===== config.mk =====
export PLATFORM = sky130hd
export DESIGN_NAME = pipe_ctrl
export DESIGN_NICKNAME = d
export VERILOG_FILES = /design/src/rtl/pipe_ctrl.sv
export SDC_FILE = /design/constraint.sdc
export NUM_CORES = 1
export LEC_CHECK = 0
export ABC_AREA = 1
export CAP_MARGIN = 20
export CORE_ASPECT_RATIO = 0.9
export CORE_MARGIN = 2
export CORE_UTILIZATION = 35
export DETAILED_ROUTE_END_ITERATION = 8
export PLACE_DENSITY = 0.74
export SLEW_MARGIN = 20
export SYNTH_ARGS = -nofsm -noshare
export SYNTH_HDL_FRONTEND = slang
export SYNTH_SLANG_ARGS = --single-unit

===== constraint.sdc =====
create_clock -name clk -period 1.11 [get_ports clk]
set_input_delay 0.1665 -clock clk [delete_from_list [all_inputs] [get_ports clk]]
set_output_delay 0.1665 -clock clk [all_outputs]
set_load 0.03 [all_outputs]

===== src/rtl/pipe_ctrl.sv =====
// ---------------------------------------------------------------------------
// pipe_ctrl -- pipeline hazard / stall / halt controller for a 5-stage core
//
// Sequences the pipeline register enables and flushes from the hazard
// sources: data-memory freeze, taken branch, RAW hazard (no forwarding),
// instruction-fetch stall and HALT drain.
//
// Ports
//   clk              system clock
//   rst              synchronous active-high reset
//   IdRs, IdRt       ID-stage source registers
//   IdSrcUsed        [1] IdRs is read, [0] IdRt is read
//   IdHalt           ID holds a HALT instruction
//   ExWriteRegAddr   EX destination register
//   ExRegWrite       EX writes the register file
//   MemWriteRegAddr  MEM destination register
//   MemRegWrite      MEM writes the register file
//   MemMemEnable     MEM accesses data memory
//   DMemDone         data memory access completes this cycle
//   IMemStall        instruction fetch not yet valid
//   BranchTaken      EX resolved a taken branch/jump
//   PcWrEn           PC load enable
//   IfIdWrEn         IF/ID load enable
//   IfIdFlush        load a NOP into IF/ID
//   IdExWrEn         ID/EX load enable
//   IdExFlush        load a bubble into ID/EX
//   BackWrEn         EX/MEM and MEM/WB load enable
//   Halted           pipeline fully drained after HALT
//   StallCycles      (PIPE_CTRL_PERF_EN only) saturating count of cycles
//                    with PcWrEn=0 outside HALTED
//
// Build option: define PIPE_CTRL_PERF_EN to add the StallCycles counter.
//
// state      | meaning
// -----------+-----------------------------------------------------------
// RUN        | normal operation, hazard priority freeze>branch>RAW>IF
// MEM_WAIT   | pipeline frozen waiting on data memory
// HALT_DRAIN | HALT is in the back end; draining remaining instructions
// HALTED     | fully drained, everything held until reset
// ---------------------------------------------------------------------------
module pipe_ctrl (
    input  logic        clk,
    input  logic        rst,
    input  logic [2:0]  IdRs,
    input  logic [2:0]  IdRt,
    input  logic [1:0]  IdSrcUsed,
    input  logic        IdHalt,
    input  logic [2:0]  ExWriteRegAddr,
    input  logic        ExRegWrite,
    input  logic [2:0]  MemWriteRegAddr,
    input  logic        MemRegWrite,
    input  logic        MemMemEnable,
    input  logic        DMemDone,
    input  logic        IMemStall,
    input  logic        BranchTaken,
    output logic        PcWrEn,
    output logic        IfIdWrEn,
    output logic        IfIdFlush,
    output logic        IdExWrEn,
    output logic        IdExFlush,
    output logic        BackWrEn,
`ifdef PIPE_CTRL_PERF_EN
    output logic [15:0] StallCycles,
`endif
    output logic        Halted
);

    typedef enum logic [1:0] {
        RUN        = 2'd0,
        MEM_WAIT   = 2'd1,
        HALT_DRAIN = 2'd2,
        HALTED     = 2'd3
    } state_t;

    state_t     state, state_nxt;
    logic [1:0] drain_cnt, drain_cnt_nxt;
    logic       halt_pend, halt_pend_nxt;

    logic freeze;
    logic raw_rs, raw_rt, raw;
    logic run_mode, drain_mode;

    // Freeze comes from a new memory access that has not completed, or from
    // an access already being waited on.
    assign freeze = (MemMemEnable && !DMemDone) ||
                    ((state == MEM_WAIT) && !DMemDone);

    assign raw_rs = IdSrcUsed[1] &&
                    ((ExRegWrite  && (IdRs == ExWriteRegAddr)) ||
                     (MemRegWrite && (IdRs == MemWriteRegAddr)));
    assign raw_rt = IdSrcUsed[0] &&
                    ((ExRegWrite  && (IdRt == ExWriteRegAddr)) ||
                     (MemRegWrite && (IdRt == MemWriteRegAddr)));
    assign raw    = raw_rs || raw_rt;

    // The cycle in which MEM_WAIT sees DMemDone behaves like the state it
    // was frozen out of: RUN, or HALT_DRAIN when a halt is pending.
    assign run_mode   = (state == RUN)        || ((state == MEM_WAIT) && !halt_pend);
    assign drain_mode = (state == HALT_DRAIN) || ((state == MEM_WAIT) &&  halt_pend);

    // state register
    always_ff @(posedge clk) begin
        if (rst) begin
            state     <= RUN;
            drain_cnt <= 2'd0;
            halt_pend <= 1'b0;
        end else begin
            state     <= state_nxt;
            drain_cnt <= drain_cnt_nxt;
            halt_pend <= halt_pend_nxt;
        end
    end

    // next-state logic
    always_comb begin
        state_nxt     = state;
        drain_cnt_nxt = drain_cnt;
        halt_pend_nxt = halt_pend;
        if (run_mode) begin
            if (freeze) begin
                state_nxt = MEM_WAIT;
            end else if (!BranchTaken && !raw && IdHalt) begin
                state_nxt     = HALT_DRAIN;
                drain_cnt_nxt = 2'd3;
                halt_pend_nxt = 1'b0;
            end else begin
                state_nxt     = RUN;
                halt_pend_nxt = 1'b0;
            end
        end else if (drain_mode) begin
            if (freeze) begin
                // count is held across the freeze
                state_nxt     = MEM_WAIT;
                halt_pend_nxt = 1'b1;
            end else if ((state == HALT_DRAIN) && (drain_cnt == 2'd0)) begin
                state_nxt = HALTED;
            end else begin
                state_nxt     = HALT_DRAIN;
                halt_pend_nxt = 1'b0;
                if (drain_cnt != 2'd0) begin
                    drain_cnt_nxt = drain_cnt - 2'd1;
                end
            end
        end else begin
            state_nxt = HALTED;
        end
    end

    // output logic
    always_comb begin
        PcWrEn    = 1'b0;
        IfIdWrEn  = 1'b0;
        IfIdFlush = 1'b0;
        IdExWrEn  = 1'b0;
        IdExFlush = 1'b0;
        BackWrEn  = 1'b0;
        Halted    = 1'b0;
        if (rst) begin
            IfIdFlush = 1'b1;
            IdExFlush = 1'b1;
        end else if (state == HALTED) begin
            Halted = 1'b1;
        end else if (freeze) begin
            // everything held, nothing flushed
        end else if (drain_mode) begin
            IfIdWrEn  = 1'b1;
            IfIdFlush = 1'b1;
            IdExWrEn  = 1'b1;
            IdExFlush = 1'b1;
            BackWrEn  = 1'b1;
        end else if (BranchTaken) begin
            // a pending fetch is simply abandoned by the redirect
            PcWrEn    = 1'b1;
            IfIdWrEn  = 1'b1;
            IfIdFlush = 1'b1;
            IdExWrEn  = 1'b1;
            IdExFlush = 1'b1;
            BackWrEn  = 1'b1;
        end else if (raw) begin
            IdExWrEn  = 1'b1;
            IdExFlush = 1'b1;
            BackWrEn  = 1'b1;
        end else if (IdHalt) begin
            // HALT moves into EX; nothing behind it is fetched
            IfIdWrEn  = 1'b1;
            IfIdFlush = 1'b1;
            IdExWrEn  = 1'b1;
            BackWrEn  = 1'b1;
        end else if (IMemStall) begin
            IfIdWrEn  = 1'b1;
            IfIdFlush = 1'b1;
            IdExWrEn  = 1'b1;
            BackWrEn  = 1'b1;
        end else begin
            PcWrEn    = 1'b1;
            IfIdWrEn  = 1'b1;
            IdExWrEn  = 1'b1;
            BackWrEn  = 1'b1;
        end
    end

`ifdef PIPE_CTRL_PERF_EN
    always_ff @(posedge clk) begin
        if (rst) begin
            StallCycles <= 16'd0;
        end else if ((state != HALTED) && !PcWrEn && (StallCycles != 16'hFFFF)) begin
            StallCycles <= StallCycles + 16'd1;
        end
    end
`endif

endmodule


# Yosys cells after proc, flatten, opt, wreduce, memory -nomap -nowiden
# Cells that the tools add are included.
dict set report op_classes {
  addsub 1
  eq_ne 12
  mux 51
  reduce_logical 30
}
# cell n
set ops {}
lappend ops {{$mux W1} 39}
lappend ops {{$mux W2} 12}
lappend ops {{$logic_and A1 B1 Y1} 13}
lappend ops {{$eq A3 B3 Y1} 4}
lappend ops {{$logic_or A1 B1 Y1} 6}
lappend ops {{$ne A2 B2 Y1 const B} 3}
lappend ops {{$reduce_and A6 Y1} 1}
lappend ops {{$reduce_bool A2 Y1} 3}
lappend ops {{$eq A2 B2 Y1 const B} 2}
lappend ops {{$logic_not A1 Y1} 4}
lappend ops {{$logic_not A2 Y1} 2}
lappend ops {{$ne A3 B3 Y1 const B} 1}
lappend ops {{$reduce_and A3 Y1} 1}
lappend ops {{$eq A2 B1 Y1 const B} 1}
lappend ops {{$ne A2 B1 Y1 const B} 1}
lappend ops {{$sub A2 B1 Y2 const B} 1}
dict set report totals {
  ff_bits 5
  inputBits 23
  out_inout_bits 7
  wordCells 97
}

# Longest topological paths before layout
dict set report depth {
  ltp_word 11
  ltp_mapped 11
  ltp_nobuf 11
}

# Worst setup path after synthesis
# Ideal clock, no wire load.
dict set report synth_timing {
  path_type {flip-flop to output port}
  start {reg state[1]}
  end {out PcWrEn}
  arrival_ps 1700
  required_ps 943
  slack_ps -756
  stages_incl_launch_ff 7
  n_path_buf 0
  path_cell_list {dfxtp_1 -> nor2_2 -> o21bai_4 -> nand2_4 -> nor2_1 -> nand2_1 -> nor2_1}
}
dict set report synth_between {
  elab_chain_cells 7
  word_cells_on_any_way 11
  classes_between {eq/ne (3); mux (4); reduce/logical (4)}
}
# element line_no
set synth_rtl {}
lappend synth_rtl {{from (decl)} 75} ;# state_t state, state_nxt;
lappend synth_rtl {{from (signal assigned)} 108} ;# state <= state_nxt;
lappend synth_rtl {{$eq A2 B1 Y1} {86, 99}}
lappend synth_rtl {{$logic_and A1 B1 Y1} 99} ;# assign drain_mode = (state == HALT_DRAIN) || ((state == MEM_WAIT) && halt_pend);
lappend synth_rtl {{$logic_or A1 B1 Y1} 99}
lappend synth_rtl {{$mux W1} 165} ;# end else if (drain_mode) begin
lappend synth_rtl {{$mux W1} 163} ;# end else if (freeze) begin
lappend synth_rtl {{$mux W1 (*)} 161} ;# end else if (state == HALTED) begin
lappend synth_rtl {{$mux W1 (*)} 158} ;# if (rst) begin
lappend synth_rtl {{to (decl)} 56} ;# output logic PcWrEn,
# Mark *: on every way between the ends. The rest lies on a longest branch, timed or not.

# Worst setup path after layout
dict set report layout_timing {
  start {reg state[1]}
  end {out IfIdFlush}
}
dict set report layout_between {
  elab_chain_cells 7
  word_cells_on_any_way 11
  classes_between {eq/ne (3); mux (4); reduce/logical (4)}
}
# element line_no
set layout_rtl {}
lappend layout_rtl {{$eq A2 B1 Y1} {86, 99}}
lappend layout_rtl {{$logic_and A1 B1 Y1} 99}
lappend layout_rtl {{$logic_or A1 B1 Y1} 99}
lappend layout_rtl {{$mux W1} 165}
lappend layout_rtl {{$mux W1} 163}
lappend layout_rtl {{$mux W1 (*)} 161}
lappend layout_rtl {{$mux W1 (*)} 158}
lappend layout_rtl {{to (decl)} 58} ;# output logic IfIdFlush,
# Marks and branches as above.

==> results.py <==
metrics = {
    "run_status": {
        "status": "finished with violations",
        "violations": "negative setup slack",
    },
    "grt": {
        "grt_max_degree": 5,
        "grt_use_met3": 0.0542,
        "antenna_found_initial": 0,
        "grt_pass1_wl_mm": 3.38,
        "grt_use_met1": 0.281,
        "met2_usage": 0.382,
        "gr-usage-all-layers": 0.230,
        "top_usage_layer": "met2",
        "overflow": 0,
        "first_global_vias": 836,
    },
    "final_layout": {
        "n_antenna_cell": 0,
        "final_layout_size_suffix_gt1_frac": 0.462,
        "nets": 196,
        "finalNonFillerCells": 195,
        "area_delta_synth_final_pct": 88.4,
        "postLayoutCoreUtil": 0.698,
        "design_area_mm2": 0.00116,
    },
    "route": {
        "ant_nets": 0,
        "drc": 0,
        "drt_iter0_drc": 5,
        "wl_per_cell_um": 9.99,
        "routed_via_density": 4.48,
        "routed_wirelength_mm": 1.95,
        "vias": 873,
        "dr.pass1.iters": 4,
    },
    "placed_design": {
        "place_inst": 189,
        "dp_hpwl_mm": 1.51,
        "placed_cell_area_mm2": 0.00110,
        "port_buffers": 29,
        "gp_congestion": 0.800,
    },
    "power_and_ir_drop": {
        "switchingPower_w": 0.000330,
        "power_density_mw_per_mm2": 759,
        "p_leak_nw": 0.621,
        "p_seq_frac": 0.228,
        "swShare": 0.374,
        "p_comb_frac": 0.529,
        "ir_drop_mv": 0.510,
        "p_clk_frac": 0.244,
        "internal-power_w": 0.000552,
    },
    "yosys": {
        "synth.area.top_cells": "nand2_1, dfxtp_1, inv_1",
        "async_reset_ff_frac": 0,
        "synth_edf_count": 0,
        "syn_inst": 119,
        "synth_common_cells": "nand2_1, inv_1, nor2_1",
        "ys_ff_latch": 5,
        "postSynthAreaPerCell_um2": 5.18,
        "synth.most_common_cell": "nand2_1",
        "synth_cell_types": 21,
        "yosys.area.top_type_share": 0.274,
        "yosysWarnings": 0,
        "synthesis.nets": 143,
        "yosysTopAreaCell": "nand2_1",
        "synth-seq-area-share": 0.162,
        "ys.flop_type": "dfxtp_1",
        "syn_area_um2": 617,
    },
    "floorplanning": {
        "num_rows": 14,
        "fp.coreArea_mm2": 0.00166,
        "io-pin-count": 30,
        "start_util": 0.371,
        "dieArea_mm2": 0.00211,
        "die_w_um": 48.3,
        "die_y_um": 43.8,
    },
    "timing": {
        "clock_skew_ns": 0.00235,
        "fin_crit_ns": 1.53,
        "hold_violations": 0,
        "rsz0062_at_grt": "true",
        "max_freq_ghz": 0.655,
        "slew_headroom": 0.837,
        "fin_crit_sh": 1.38,
        "setup_viol": 12,
        "slew_viol_final": 0,
        "hold_slack_ns": 0.459,
        "worst_slew_pin_slew_ns": 0.245,
        "layout_setup_ws_ns": -0.417,
    },
    "setup_path": {
        "worst-path-max-fanout": 4,
        "slowest_stage": "dfxtp_4",
        "cp-start-kind": "flip-flop",
        "worstPathArrival_ns": 1.36,
        "critPathKind": "reg2out",
        "cp_data_required_time_ns": 0.94,
        "crit_chain": "nand2_1, inv_2, nor2_4, nor3_2, buf_4, o21ai_4, buf_6",
        "worst_setup_path_end_kind": "primary output",
        "ff2ff_setup_slack_ns": -0.22,
        "crit_path_max_incr_delay_ns": 0.35,
    },
    "clock_tree": {
        "cts_buffer_depth": 2,
        "cts_sinks": 5,
        "cts_buffers": 3,
        "cts_tree": "done",
        "clk-insertion-delay-late_ns": 0.25,
        "clk_pin_slew_ns": 0.04,
        "cts-root-buf": "clkbuf_4",
        "h-tree-depth": 1,
    },
    "worst_hold_path": {
        "hp-class": "reg2reg",
    },
    "run": {
        "max-cap-violations": 0,
    },
}
## placed cells by master (no fill, tap or decap), drive strengths merged
| cell type | n |
|---|---|
| dfxtp | 5 |
| nand2 | 46 |
| xnor2 | 1 |
| ha | 1 |
| inv | 22 |
| nor3 | 1 |
| a21boi | 1 |
| clkdlybuf4s50 | 8 |
| clkdlybuf4s15 | 1 |
| nand4 | 4 |
| a21oi | 6 |
| clkbuf | 4 |
| buf | 39 |
| nor2 | 19 |
| nand3 | 2 |
| dlygate4sd2 | 1 |
| o21ai | 7 |
| or2 | 2 |
| o21bai | 1 |
## sequential cells by signal (all words and copies together), names as in the netlist
name       cells
state          2
halt_pend      1
drain_cnt      2
## worst paths after layout
check,from,cells past startpoint,endpoint
setup reg to reg,state[0],10,drain_cnt[1]
setup / recovery,state[1],7,IfIdFlush
hold / removal,drain_cnt[1],2,drain_cnt[1]
hold reg to reg,drain_cnt[1],2,drain_cnt[1]
## per-layer routing
layer  part of all wire  up-vias
met2               0.49       29
li1                   -      469
met3              0.064        5
met5                  0        -
met1               0.43      370
met4              0.015        0
## timing repair
action / in CTS / in global routing
endpoints found under the setup margin: 12 / 12
buffers inserted: 2 / 0
hold buffers: 0 / 0
cloned: 0 / 0
resized for setup: 90 / 4
pin swaps: 22 / 2
## per-stage QoR
step                power, W  setup TNS [ns]  setup slack (ns)
global placement    0.000622           -6.93             -1.25
detailed placement  0.000630           -7.18             -1.30
CTS                 0.000881           -3.04            -0.426
finish              0.000883           -3.14            -0.417
floorplan           0.000426          -0.666            -0.266
global route        0.000948           -4.08            -0.482
## cell families (layout without fill, tap and decap cells)
family | count (synthesis) | in the layout | share of synthesized area
XOR/XNOR | 1 | 1 | 0.0142
AO/OA/AOI/OAI | 15 | 15 | 0.160
flip-flops | 5 | 5 | 0.162
AND/OR/NAND/NOR | 74 | 74 | 0.497
buffers and inverters | 23 | 75 | 0.146
adder cells (fa/ha/maj) | 1 | 1 | 0.0203
## power by group through the flow
| stage | registers (W) | clock network (W) | logic [W] |
|---|---|---|---|
| after floorplan | 0.000203 | 0 | 0.000223 |
| after global placement | 0.000204 | 0 | 0.000418 |
| after detailed placement | 0.000204 | 0 | 0.000426 |
| after CTS | 0.000201 | 0.000223 | 0.000457 |
| after global routing | 0.000203 | 0.000231 | 0.000513 |
| final | 0.000201 | 0.000215 | 0.000466 |
## area by class of cell
cell class,instances,area [µm²]
inverter,22,82.6
fill,152,502
clock buffer,4,26.3
multi-input combinational,91,524
tap,24,30.0
timing repair buffer,49,394
sequential,5,105
## critical path: cells and delay by family (launching register included)
kind            cells  cell delay, ns
compound gates      1            0.14
flops               1            0.35
simple gates        3            0.29
buf+inv             3            0.34
No activity file was read; power rests on OpenSTA's default activity.
